`src/rtl/syn_pipe_pkg.sv`:
```
// Shared types for the pipeline slice: stage flavour, stage occupancy state, capacity helper.
package syn_pipe_pkg;

  typedef enum logic [0:0] {
    PIPE_FULL = 1'b0,
    PIPE_FWD  = 1'b1
  } pipe_mode_e;

  typedef enum logic [1:0] {
    EMPTY = 2'd0,
    ONE   = 2'd1,
    TWO   = 2'd2
  } stage_state_e;

  // Beats a chain of stages can hold: a skid stage holds two, a forward stage one.
  function automatic int unsigned pipe_cap(input pipe_mode_e mode, input int unsigned stages);
    return (mode == PIPE_FULL) ? 2 * stages : stages;
  endfunction

endpackage

```
`src/rtl/syn_pipe_stage.sv`:
```
// One valid/ready register slice: skid buffer with registered ready, or forward-registered stage.
module syn_pipe_stage
  import syn_pipe_pkg::*;
#(
  parameter int unsigned W    = 8,
  parameter pipe_mode_e  MODE = PIPE_FULL
) (
  input  logic         clk,
  input  logic         rst_n,
  input  logic         flush,
  input  logic         s_valid,
  output logic         s_ready,
  input  logic [W-1:0] s_data,
  output logic         m_valid,
  input  logic         m_ready,
  output logic [W-1:0] m_data
);

  stage_state_e state_q, state_d;
  logic [W-1:0] main_q, skid_q;
  logic         ready_q, ready_d;
  logic         in_xfer, out_xfer;
  logic         load_main_in, load_main_skid, load_skid;

  assign in_xfer  = s_valid && s_ready;
  assign out_xfer = m_valid && m_ready;

  // State register; ready_q is "skid empty" in FULL mode and an out-of-reset enable in FWD mode.
  always_ff @(posedge clk or negedge rst_n) begin
    if (!rst_n) begin
      state_q <= EMPTY;
      ready_q <= 1'b0;
    end else begin
      state_q <= state_d;
      ready_q <= ready_d;
    end
  end

  // Next-state and register-load decode
  always_comb begin
    state_d        = state_q;
    load_main_in   = 1'b0;
    load_main_skid = 1'b0;
    load_skid      = 1'b0;
    case (state_q)
      EMPTY: begin
        if (in_xfer) begin
          state_d      = ONE;
          load_main_in = 1'b1;
        end
      end
      ONE: begin
        if (in_xfer && out_xfer) begin
          load_main_in = 1'b1;
        end else if (in_xfer) begin
          state_d   = TWO;
          load_skid = 1'b1;
        end else if (out_xfer) begin
          state_d = EMPTY;
        end
      end
      TWO: begin
        if (out_xfer) begin
          state_d        = ONE;
          load_main_skid = 1'b1;
        end
      end
      default: state_d = EMPTY;
    endcase
    if (flush) begin
      state_d = EMPTY;
    end
    ready_d = (MODE == PIPE_FULL) ? (state_d != TWO) : 1'b1;
  end

  always_ff @(posedge clk or negedge rst_n) begin
    if (!rst_n) begin
      main_q <= '0;
      skid_q <= '0;
    end else if (flush) begin
      main_q <= '0;
      skid_q <= '0;
    end else begin
      if (load_main_in) begin
        main_q <= s_data;
      end else if (load_main_skid) begin
        main_q <= skid_q;
      end
      if (load_skid) begin
        skid_q <= s_data;
      end
    end
  end

  // Outputs; only the FWD flavour lets m_ready reach s_ready
  always_comb begin
    m_valid = (state_q != EMPTY);
    m_data  = main_q;
    if (MODE == PIPE_FULL) begin
      s_ready = ready_q;
    end else begin
      s_ready = ready_q && ((state_q == EMPTY) || m_ready);
    end
  end

endmodule

```
`src/rtl/syn_pipe_slice.sv`:
```
// Chain of STAGES register slices with a beat-occupancy counter and synchronous flush.
module syn_pipe_slice
  import syn_pipe_pkg::*;
#(
  parameter int unsigned DW     = 8,
  parameter int unsigned CH     = 1,
  parameter int unsigned STAGES = 2,
  parameter pipe_mode_e  MODE   = PIPE_FULL,
  localparam int unsigned CAP   = pipe_cap(MODE, STAGES),
  localparam int unsigned OCC_W = (CAP == 0) ? 1 : $clog2(CAP + 1)
) (
  input  logic               clk,
  input  logic               rst_n,
  input  logic               flush,
  input  logic               s_valid,
  output logic               s_ready,
  input  logic [CH*DW-1:0]   s_data,
  output logic               m_valid,
  input  logic               m_ready,
  output logic [CH*DW-1:0]   m_data,
  output logic [OCC_W-1:0]   occ
);

  localparam int unsigned BW = CH * DW;

  if (STAGES == 0) begin : g_bypass
    logic unused_bypass;
    assign unused_bypass = &{1'b0, clk, rst_n, flush};
    assign m_valid = s_valid;
    assign m_data  = s_data;
    assign s_ready = m_ready;
    assign occ     = '0;
  end else begin : g_pipe
    logic [STAGES:0]  v;
    logic [STAGES:0]  r;
    logic [BW-1:0]    d [STAGES+1];
    logic [OCC_W-1:0] occ_q;
    logic             s_xfer, m_xfer;

    assign v[0] = s_valid;
    assign d[0] = s_data;
    assign r[STAGES] = m_ready;

    for (genvar i = 0; i < STAGES; i++) begin : g_stage
      syn_pipe_stage #(
        .W    (BW),
        .MODE (MODE)
      ) u_stage (
        .clk     (clk),
        .rst_n   (rst_n),
        .flush   (flush),
        .s_valid (v[i]),
        .s_ready (r[i]),
        .s_data  (d[i]),
        .m_valid (v[i+1]),
        .m_ready (r[i+1]),
        .m_data  (d[i+1])
      );
    end

    // Upstream is refused during flush so no beat can be accepted and then wiped.
    assign s_ready = r[0] && !flush;
    assign m_valid = v[STAGES];
    assign m_data  = d[STAGES];

    assign s_xfer = s_valid && s_ready;
    assign m_xfer = m_valid && m_ready;

    always_ff @(posedge clk or negedge rst_n) begin
      if (!rst_n) begin
        occ_q <= '0;
      end else if (flush) begin
        occ_q <= '0;
      end else if (s_xfer && !m_xfer) begin
        occ_q <= occ_q + OCC_W'(1);
      end else if (m_xfer && !s_xfer) begin
        occ_q <= occ_q - OCC_W'(1);
      end
    end

    assign occ = occ_q;
  end

endmodule

```
`config.mk`:
```
export PLATFORM = sky130hd
export DESIGN_NAME = syn_pipe_slice
export DESIGN_NICKNAME = d
export VERILOG_FILES = /design/src/rtl/syn_pipe_pkg.sv /design/src/rtl/syn_pipe_stage.sv /design/src/rtl/syn_pipe_slice.sv
export SDC_FILE = /design/constraint.sdc
export NUM_CORES = 1
export LEC_CHECK = 0
export CAP_MARGIN = 40
export CORE_MARGIN = 2
export CORE_UTILIZATION = 35
export DETAILED_ROUTE_END_ITERATION = 10
export GPL_TIMING_DRIVEN = 0
export PLACE_DENSITY_LB_ADDON = 0.2
export SLEW_MARGIN = 20
export SYNTH_ARGS = -nofsm -noshare
export SYNTH_HDL_FRONTEND = slang
export SYNTH_SLANG_ARGS = --single-unit
export TNS_END_PERCENT = 30
```
`constraint.sdc`:
```
create_clock -name clk -period 3.1 [get_ports clk]
set_input_delay 0.31 -clock clk [delete_from_list [all_inputs] [get_ports clk]]
set_output_delay 0.31 -clock clk [all_outputs]
set_load 0.02 [all_outputs]
```
==> results by group <==
Outcome
  – Outcome: complete, no violations

Route
  – Via Count: 1364
  – Wire length per cell: 13.4 um
  – DRC: 0
  – DRT Wirelength: 3830 um
  – Routed via count divided by cell count: 4.79
  – ANT nets after route: 0
  – First-pass DRT Iterations: 3
  – Initial drt markers: 64

Place
  – DP Area: 0.00238 mm^2
  – Cell count after placement: 277
  – Port Buffer Count: 23
  – Detailed placement HPWL: 2650 um
  – Final GP Congestion: 0.807

Final layout
  – Fin util: 44.5%
  – Layout area overhead: 21.1%
  – Sequential cell area: 0.00103 mm^2
  – Antenna cells: 0
  – Multi-input gate area: 900 um^2
  – Fill cell count: 547
  – Cell Count, Final, Fillers Out: 285
  – Final Cell Area: 0.00248 mm^2
  – Fin nets: 227
  – Share of cells above drive strength 1: 17.8%

Worst setup path
  – Reg2Reg Capture Point: occ[2]$_DFFE_PN0P_
  – Bufs and invs on worst path: 1
  – Top delay family on crit path: simple AND/OR/NAND/NOR gates
  – Critical Path Max Stage Delay: 0.46 ns
  – Crit path launch type: input pin
  – Critical path peak fanout: 7
  – CP Cell Sequence: clkdlybuf4s50_1, nand2_1, nor3b_1, fa_1, or3b_1, and3_1, o21a_1
  – R2r setup slk: 1.02 ns
  – Worst EP arrival: 2.34 ns
  – Worst Path Class, Setup: in -> reg
  – R2r startpoint: g_pipe.g_stage[1].u_stage.state_q[1]$_DFF_PN0_
  – Reg2reg path depth: 7
  – Required time worst endpoint: 3.28 ns
  – Critical-path top delay cell: clkdlybuf4s50_1
  – Nature of the critical path endpoint: register

STA
  – Final setup fails: 0
  – Tcrit/Tclk final: 69.8%
  – Fmax: 0.462 GHz
  – Setup repair after global routing missed its margin: no
  – Worst Clk Skew: 0.00401 ns
  – Max_slew headroom: 49.8%
  – Final Hold Vio Count: 0
  – Slew Limit Fails: 0
  – Final min period: 2.16 ns
  – Worst Tran Pin Value: 0.748 ns
  – Hold Worst Slack: 0.317 ns
  – Final TNS setup: 0 ns

Synthesis
  – Adder-Cell Fraction of Synth Area: 0.977%
  – Syn Nets: 195
  – Sequential area share after synthesis: 50.1%
  – Mux share of post-synthesis cell area: 12.2%
  – Cells after Synth: 181
  – Main combinational cell family by area after synthesis: simple AND/OR/NAND/NOR gates
  – Post-Synth Simple-Gate Area: 15.5%
  – Post-Syn Area: 0.00205 mm^2
  – Compound-Gate Fraction of Synth Area: 14.4%
  – Syn. warnings: 0
  – Post-Synth XOR/XNOR Area: 0.855%
  – Post-synth ARST share: 100%
  – Top FF cell, synth: dfrtp_1
  – Number of synthesized flops with an enable pin: 0
  – Flops & latches, synth: 41
  – Cell variety after synth: 39
  – Syn Area/Cell: 11.3 um^2

Floorplanning
  – Row count: 27
  – IO Count: 26
  – Chip height: 80.5 um
  – Full die area: 0.00648 mm^2
  – Die X: 80.5 um
  – Starting Density: 36.7%
  – Core area: 0.00557 mm^2

CTS
  – Max clock buf depth: 2
  – CTS tree: built
  – CTS clk-pin slew, worst paths: 0.07 ns
  – CTS Buf Count: 5
  – Clock sinks: 41
  – CTS H-Tree Depth: 2
  – Worst skew pair latency: 0.28 ns
  – CTS Root Cell: clkbuf_8

GRT
  – Vias in the first global route: 1314
  – Grt ovf: 0
  – Global-route wire length before repair: 6600 um
  – Initial antenna violation count: 0
  – GRT Total Usage: 13.3%
  – Pin count of the biggest net entering global routing: 29

Min path
  – WHS Endpoint: g_pipe.g_stage[1].u_stage.state_q[1]$_DFF_PN0_
  – Hold WC Path Type: in -> reg
  – Hold Crit Start: m_ready
  – Hold Path Cell Cnt: 2

Run
  – Maxcap violations: 0

Power
  – Power Density: 463 mW/mm^2
  – Leakage: 1.14 nW
  – Max VDD drop: 0.000268 V
[worst register-to-register path, cell delays in order, from the launching register on]
cell and delay [ns]:
dfrtp_1 0.32, buf_2 0.21, o21ai_1 0.12, nor3b_1 0.17, fa_1 0.40, or3b_1 0.40
and3_1 0.19, o21a_1 0.17
[power by group]
group	internal [mW]	switching (mW)	total (mW)
registers	0.558	0.0182	0.576
logic	0.105	0.113	0.218
clock network	0.177	0.177	0.354
total	0.840	0.308	1.15
[timing repair]
item / in CTS / in global routing
hold buffers: 1 / 0
hold endpoints to repair: 13 / 0
gates resized for setup: 0 / 0
buffers inserted: 0 / 0
[through the flow]
| step | total power [mW] | setup slack [ns] |
|---|---|---|
| detailed placement | 0.808 | 0.662 |
| finish | 1.15 | 0.935 |
| global route | 1.21 | 0.839 |
| CTS | 1.17 | 0.956 |
| floorplan | 0.723 | 1.13 |
| global placement | 0.803 | 0.592 |
[how the worst max path moves through the flow]
stage | startpoint | endpoint | slack (ns) | cells after the start
2_1_floorplan | m_ready | occ[2]$_DFFE_PN0P_ | 1.13 | 7
3_3_place_gp | rst_n | g_pipe.g_stage[1].u_stage.m_data[6]$_DFFE_PN0P_ | 0.59 | 1
3_5_place_dp | s_valid | occ[2]$_DFFE_PN0P_ | 0.66 | 7
4_1_cts | s_valid | occ[2]$_DFFE_PN0P_ | 0.96 | 7
5_1_grt | s_valid | occ[2]$_DFFE_PN0P_ | 0.84 | 7
6_report | s_valid | occ[2]$_DFFE_PN0P_ | 0.94 | 7
[area by class of cell]
class	instances	area share, %
buffer	17	4.34
clock buffer	7	3.48
inverter	4	0.605
multi-input combinational	119	36.3
sequential	41	41.4
tap	72	3.63
timing repair buffer	25	10.3
[synthesized netlist by cell type, drive strengths merged, types with 2 or more instances]
cell	n	area, um^2
or2	2	12.5
a22o	8	70.1
nor4	2	42.5
nor2	21	78.8
mux2i	25	250
a211oi	9	108
clkbuf	3	11.3
nor2b	3	18.8
inv	4	15.0
and3	2	12.5
buf	14	96.3
a21oi	4	20.0
or3	2	12.5
nor3	3	26.3
o21ai	11	58.8
nand3	2	10.0
nand2	11	41.3
dfrtp	41	1030
[state kept, by name, indices dropped and copies added (netlist names)]
signal,cells
g_pipe.g_stage.u_stage.m_data,16
g_pipe.g_stage.u_stage.skid_q,16
g_pipe.g_stage.u_stage.state_q,4
occ,3
g_pipe.g_stage.u_stage.s_ready,2
[cell usage in the layout (no fill, tap or decap), types with 2 or more instances in the layout]
cell and count:
o21ai_1 9, nand3_1 2, buf_2 6, inv_1 3, nor4_4 2, mux2i_1 25, or2_2 2, a22o_1 8
and3_1 2, nor3_1 2, clkdlybuf4s50_1 22, buf_4 8, or3_1 2, clkbuf_1 4, nand2_1 11, nor2_1 21
a21oi_1 4, dfrtp_1 41, clkbuf_8 6, nor2b_1 3, a211oi_2 8
[metal layers]
metal	share of wire (%)	global-route usage, %	wire length (um)	up-vias
li1	-	-	-	695
met4	0.57	4.07	22	0
met2	43	19.7	1660	21
met1	53	18.9	2020	646
met5	0	0	0	-
met3	3.5	3.37	133	2
[logic make-up after synthesis]
kind of cell	after synthesis
compound gates	36
xor+xnor	2
fa+ha+maj	1
buf+inv	21
flops	41
mux	25
simple gates	55
(Power assumes the default switching activity.)
